$ cat config.mk
export PLATFORM = sky130hd
export DESIGN_NAME = lane_byte_tx
export DESIGN_NICKNAME = d
export VERILOG_FILES = /design/src/rtl/lane_byte_tx.sv
export SDC_FILE = /design/constraint.sdc
export NUM_CORES = 1
export LEC_CHECK = 0
export CORE_MARGIN = 2
export CORE_UTILIZATION = 50
export DETAILED_ROUTE_END_ITERATION = 10
export DONT_BUFFER_PORTS = 1
export PLACE_DENSITY_LB_ADDON = 0.2
export SLEW_MARGIN = 20
export SYNTH_ARGS = -nofsm -noshare
export SYNTH_HDL_FRONTEND = slang
export SYNTH_SLANG_ARGS = --single-unit
export TNS_END_PERCENT = 50
$ cat constraint.sdc
create_clock -name clk -period 5.2 [get_ports clk]
set_input_delay 0.52 -clock clk [delete_from_list [all_inputs] [get_ports clk]]
set_output_delay 0.52 -clock clk [all_outputs]
set_load 0.02 [all_outputs]
$ cat src/rtl/lane_byte_tx.sv
// Single-lane D-PHY style HS transmitter: LP11->LP01->LP00 entry, HS-zero preamble, sync 0xB8,
// payload at 2 bits/clock (LSB pair first), trailer and LP11 exit. Registered outputs, 1 byte per 4 cycles.
module lane_byte_tx #(
  parameter int T_LPX     = 4,
  parameter int T_HS_ZERO = 2,
  parameter int T_TRAIL   = 2
) (
  input  logic       clk,
  input  logic       rstn,
  input  logic [7:0] byte_in,
  input  logic       byte_valid,
  output logic       byte_ready,
  output logic       lp_p,
  output logic       lp_n,
  output logic       hs_oe,
  output logic [1:0] ddr_data,
  output logic       busy
);

  typedef enum logic [2:0] {
    STOP, HS_RQST, HS_PREP, HS_ZERO, HS_SYNC, HS_DATA, HS_TRAIL, HS_EXIT
  } state_t;

  localparam logic [7:0] LPX_LD   = 8'(T_LPX - 1);
  localparam logic [7:0] ZERO_LD  = 8'(T_HS_ZERO - 1);
  localparam logic [7:0] TRAIL_LD = 8'(T_TRAIL - 1);
  localparam logic [7:0] SYNC_B   = 8'hB8;

  state_t     state, state_nxt;
  logic [7:0] timer, timer_nxt;
  logic [7:0] sh, sh_nxt;
  logic [1:0] beat, beat_nxt;
  logic       lastbit, lastbit_nxt;

  // Byte-long phases count beats and only step the timer when a byte completes.
  always_comb begin
    state_nxt   = state;
    timer_nxt   = timer;
    sh_nxt      = sh;
    beat_nxt    = beat;
    lastbit_nxt = lastbit;
    case (state)
      STOP: begin
        if (byte_valid) begin
          state_nxt = HS_RQST;
          timer_nxt = LPX_LD;
        end
      end
      HS_RQST: begin
        if (timer == 8'd0) begin
          state_nxt = HS_PREP;
          timer_nxt = LPX_LD;
        end else begin
          timer_nxt = timer - 8'd1;
        end
      end
      HS_PREP: begin
        if (timer == 8'd0) begin
          state_nxt = HS_ZERO;
          timer_nxt = ZERO_LD;
          beat_nxt  = 2'd0;
        end else begin
          timer_nxt = timer - 8'd1;
        end
      end
      HS_ZERO: begin
        beat_nxt = beat + 2'd1;
        if (beat == 2'd3) begin
          if (timer == 8'd0) begin
            state_nxt = HS_SYNC;
            sh_nxt    = SYNC_B;
          end else begin
            timer_nxt = timer - 8'd1;
          end
        end
      end
      HS_SYNC, HS_DATA: begin
        beat_nxt = beat + 2'd1;
        // Beat 3 is the ready cycle: take the next byte or close the packet.
        if (beat == 2'd3) begin
          lastbit_nxt = sh[7];
          if (byte_valid) begin
            state_nxt = HS_DATA;
            sh_nxt    = byte_in;
          end else begin
            state_nxt = HS_TRAIL;
            timer_nxt = TRAIL_LD;
          end
        end
      end
      HS_TRAIL: begin
        beat_nxt = beat + 2'd1;
        if (beat == 2'd3) begin
          if (timer == 8'd0) begin
            state_nxt = HS_EXIT;
            timer_nxt = LPX_LD;
          end else begin
            timer_nxt = timer - 8'd1;
          end
        end
      end
      HS_EXIT: begin
        if (timer == 8'd0) begin
          state_nxt = STOP;
        end else begin
          timer_nxt = timer - 8'd1;
        end
      end
      default: state_nxt = STOP;
    endcase
  end

  always_ff @(posedge clk) begin
    if (!rstn) begin
      state      <= STOP;
      timer      <= 8'd0;
      sh         <= 8'd0;
      beat       <= 2'd0;
      lastbit    <= 1'b0;
      lp_p       <= 1'b1;
      lp_n       <= 1'b1;
      hs_oe      <= 1'b0;
      ddr_data   <= 2'b00;
      byte_ready <= 1'b0;
      busy       <= 1'b0;
    end else begin
      state      <= state_nxt;
      timer      <= timer_nxt;
      sh         <= sh_nxt;
      beat       <= beat_nxt;
      lastbit    <= lastbit_nxt;
      lp_p       <= (state_nxt == STOP) || (state_nxt == HS_EXIT);
      lp_n       <= (state_nxt == STOP) || (state_nxt == HS_RQST) || (state_nxt == HS_EXIT);
      hs_oe      <= (state_nxt == HS_ZERO) || (state_nxt == HS_SYNC) ||
                    (state_nxt == HS_DATA) || (state_nxt == HS_TRAIL);
      byte_ready <= ((state_nxt == HS_SYNC) || (state_nxt == HS_DATA)) && (beat_nxt == 2'd3);
      busy       <= (state_nxt != STOP);
      case (state_nxt)
        HS_SYNC, HS_DATA: ddr_data <= sh_nxt[{beat_nxt, 1'b0} +: 2];
        HS_TRAIL:         ddr_data <= {2{~lastbit_nxt}};
        default:          ddr_data <= 2'b00;
      endcase
    end
  end

endmodule

==> flow_metrics.tcl <==
set metrics [dict create \
    drive_above_1_share 0.126 \
    synth_area_leaders "dfxtp_1 35%, nor2_1 5.4%, mux2i_1 4.2%" \
    required_ps 5430 \
    hold_path.class "primary input to flip-flop" \
    drtAntennaViolNets 0 \
    start_util 0.510 \
    cts_setup_buffers 0 \
    relSlewSlack 0.553 \
    clock_skew_ps 13.9 \
    setup_viol 0 \
    drt_pass1_iterations 4 \
    clock.fmax_mhz 375 \
    worstSetupStartpointType "flip-flop" \
    routed_wl_mm 3.54 \
    synth-seq-area-share 0.347 \
    vdd.ir_drop.worst_uv 358 \
    critPathSlowestCell "dfxtp_1" \
    antenna_found_initial 0 \
    status "completed" \
    area_delta_synth_final_pct 1.57 \
    cp-end-kind "flip-flop" \
    finalSetupTns_ps 0 \
    coreArea_um2 3280 \
    comb_power_share 0.438 \
    max_stage_delay_ps 720 \
    syn-cell-area_um2 1670 \
    die_h_um 61.9 \
    syn-num-nets 200 \
    clk_transition_reported_paths_ps 90 \
    syn_avg_cell_area_um2 9.00 \
    clock_power_share 0.162 \
    rows 21 \
    remaining_drc_errors 0 \
    cts_resized 0 \
    routedWlPerCell_um 15.5 \
    slew_viol_final 0 \
    cts_htree_levels 2 \
    synth_top_area_frac 0.347 \
    drt_iter0_markers 74 \
    hold_buffers 0 \
    grt_usage 0.212 \
    portBuffers 0 \
    switching_power_mw 0.365 \
    grt_setup_unrepaired "false" \
    grt-ovfl-total 0 \
    hold_viol 0 \
    power_density_nw_per_um2 506 \
    gp_congestion 0.817 \
    max-clock-path-buffers 2 \
    root_buffer "clkbuf_4" \
    n_antenna_cell 0 \
    vias 1298 \
    grt_start_max_net_pins 21 \
    p_sw_frac 0.425 \
    synth_common_cells "29 x dfxtp_1, 24 x nor2_1, 12 x nand2_1" \
    grt_pass1_vias 1207 \
    p_int_mw 0.495 \
    ioPinCount 18 \
    yosys.area.top_type "dfxtp_1" \
    syn_inst 186 \
    synthDistinctLibCells 65 \
    crit_fanout 18 \
    synth_most_common_cell "dfxtp_1" \
    place_hpwl_mm 2.59 \
    numCtsBuffers 5 \
    synth-edff-count 0 \
    fill_cells 334 \
    synth_warnings 0 \
    final_util 0.518 \
    async_flop_share 0 \
    crit_chain "nand4b_1 -> mux2i_1 -> nand2_1 -> mux4_2 -> a21bo_1" \
    cts_sinks 29 \
    maxCapViolations 0 \
    fp.dieArea_um2 3830 \
    fin_nets 197 \
    ff_latch_area_um2 581 \
    viasPerCell 5.67 \
    clk_latency_ps 330 \
    synth_seq_cells 29 \
    die_x_um 61.9 \
    tightest_slew_ps 667 \
    post-route-min-period_ps 2670 \
    cts_tree "built" \
    fin_crit_sh 0.513 \
    multi_input_area_um2 981 \
    p_seq_frac 0.401 \
    critPathKind "flip-flop to flip-flop" \
    ys.flop_type "dfxtp_1" \
    grt_pass1_wl_mm 5.81 \
    p_leak_nw 0.754 \
    cp.arrival_ps 2900 \
]
==> state kept, by name (all words and copies together), names as in the netlist <==
signal	count
sh	8
timer	8
state	3
beat	2
ddr_data	2
busy	1
byte_ready	1
hs_oe	1
lastbit	1
lp_n	1
lp_p	1
==> cells by family after synthesis <==
| group | synth area share |
|---|---|
| AND/OR/NAND/NOR | 0.256 |
| AO/OA/AOI/OAI | 0.197 |
| flip-flops | 0.347 |
| buffers and inverters | 0.0673 |
| multiplexers | 0.0688 |
| XOR/XNOR | 0.0366 |
| adder cells (fa/ha/maj) | 0.0284 |
==> metrics by stage <==
stage / setup slack [ps] / power (mW) / hold WS, ps / cell area (um2) / instances
floorplan: 2920 / 0.662 / 460 / 1670 / 186
global placement: 2610 / 0.710 / 480 / 1650 / 222
detailed placement: 2580 / 0.726 / 493 / 1650 / 222
CTS: 2560 / 0.865 / 273 / 1700 / 229
global route: 2390 / 0.928 / 259 / 1700 / 229
finish: 2530 / 0.860 / 278 / 1700 / 229
==> power groups by stage <==
stage          registers [mW]  logic [mW]  clock network (mW)
6_report                0.345       0.376               0.139
5_1_grt                 0.352       0.424               0.152
4_1_cts                 0.345       0.378               0.141
3_5_place_dp            0.350       0.376                   0
3_3_place_gp            0.348       0.362                   0
2_1_floorplan           0.316       0.346                   0
==> layout by cell type (no fill, tap or decap), types with 2 or more instances in the layout <==
cell type	instances
mux2i_1	7
nand2_1	12
o21ai_1	3
inv_1	6
a21o_1	2
nor2b_1	2
and4_2	2
clkbuf_4	5
a21oi_1	8
dfxtp_1	29
ha_1	3
nand2b_1	2
o31ai_1	2
nor2_1	24
or2_1	2
and2_1	4
nand3_1	6
xor2_1	5
a31oi_1	5
nand4b_1	3
o211ai_1	2
o21ai_0	7
o21a_1	2
xnor2_1	2
==> metal layers <==
metal | vias up | track usage | share of wire
li1 | 666 | - | -
met4 | 0 | 0.0851 | 0.016
met5 | - | 0 | 0
met1 | 612 | 0.281 | 0.45
met2 | 15 | 0.320 | 0.50
met3 | 5 | 0.0683 | 0.030
==> area by class of cell <==
class,count,share of cell area
tap,46,0.0338
sequential,29,0.341
clock buffer,7,0.0324
inverter,7,0.0155
multi-input combinational,140,0.577
==> worst max-delay path: cells and delay by family, from the launching register on <==
| family | cells | cell delay, ps |
|---|---|---|
| multiplexers | 2 | 880 |
| AND/OR/NAND/NOR | 2 | 770 |
| flip-flops | 1 | 720 |
| AO/OA/AOI/OAI | 1 | 200 |
==> worst paths after layout <==
| kind | from | end | slack [ps] | cells past startpoint |
|---|---|---|---|---|
| worst min-delay path | rstn | lp_p | 280 | 1 |
| worst max register to register | state[2] | ddr_data[0] | 2530 | 5 |
| worst max-delay path | state[2] | ddr_data[0] | 2530 | 5 |
| worst min register to register | timer[0] | timer[0] | 510 | 1 |
Power figures use the tool's default switching activity.
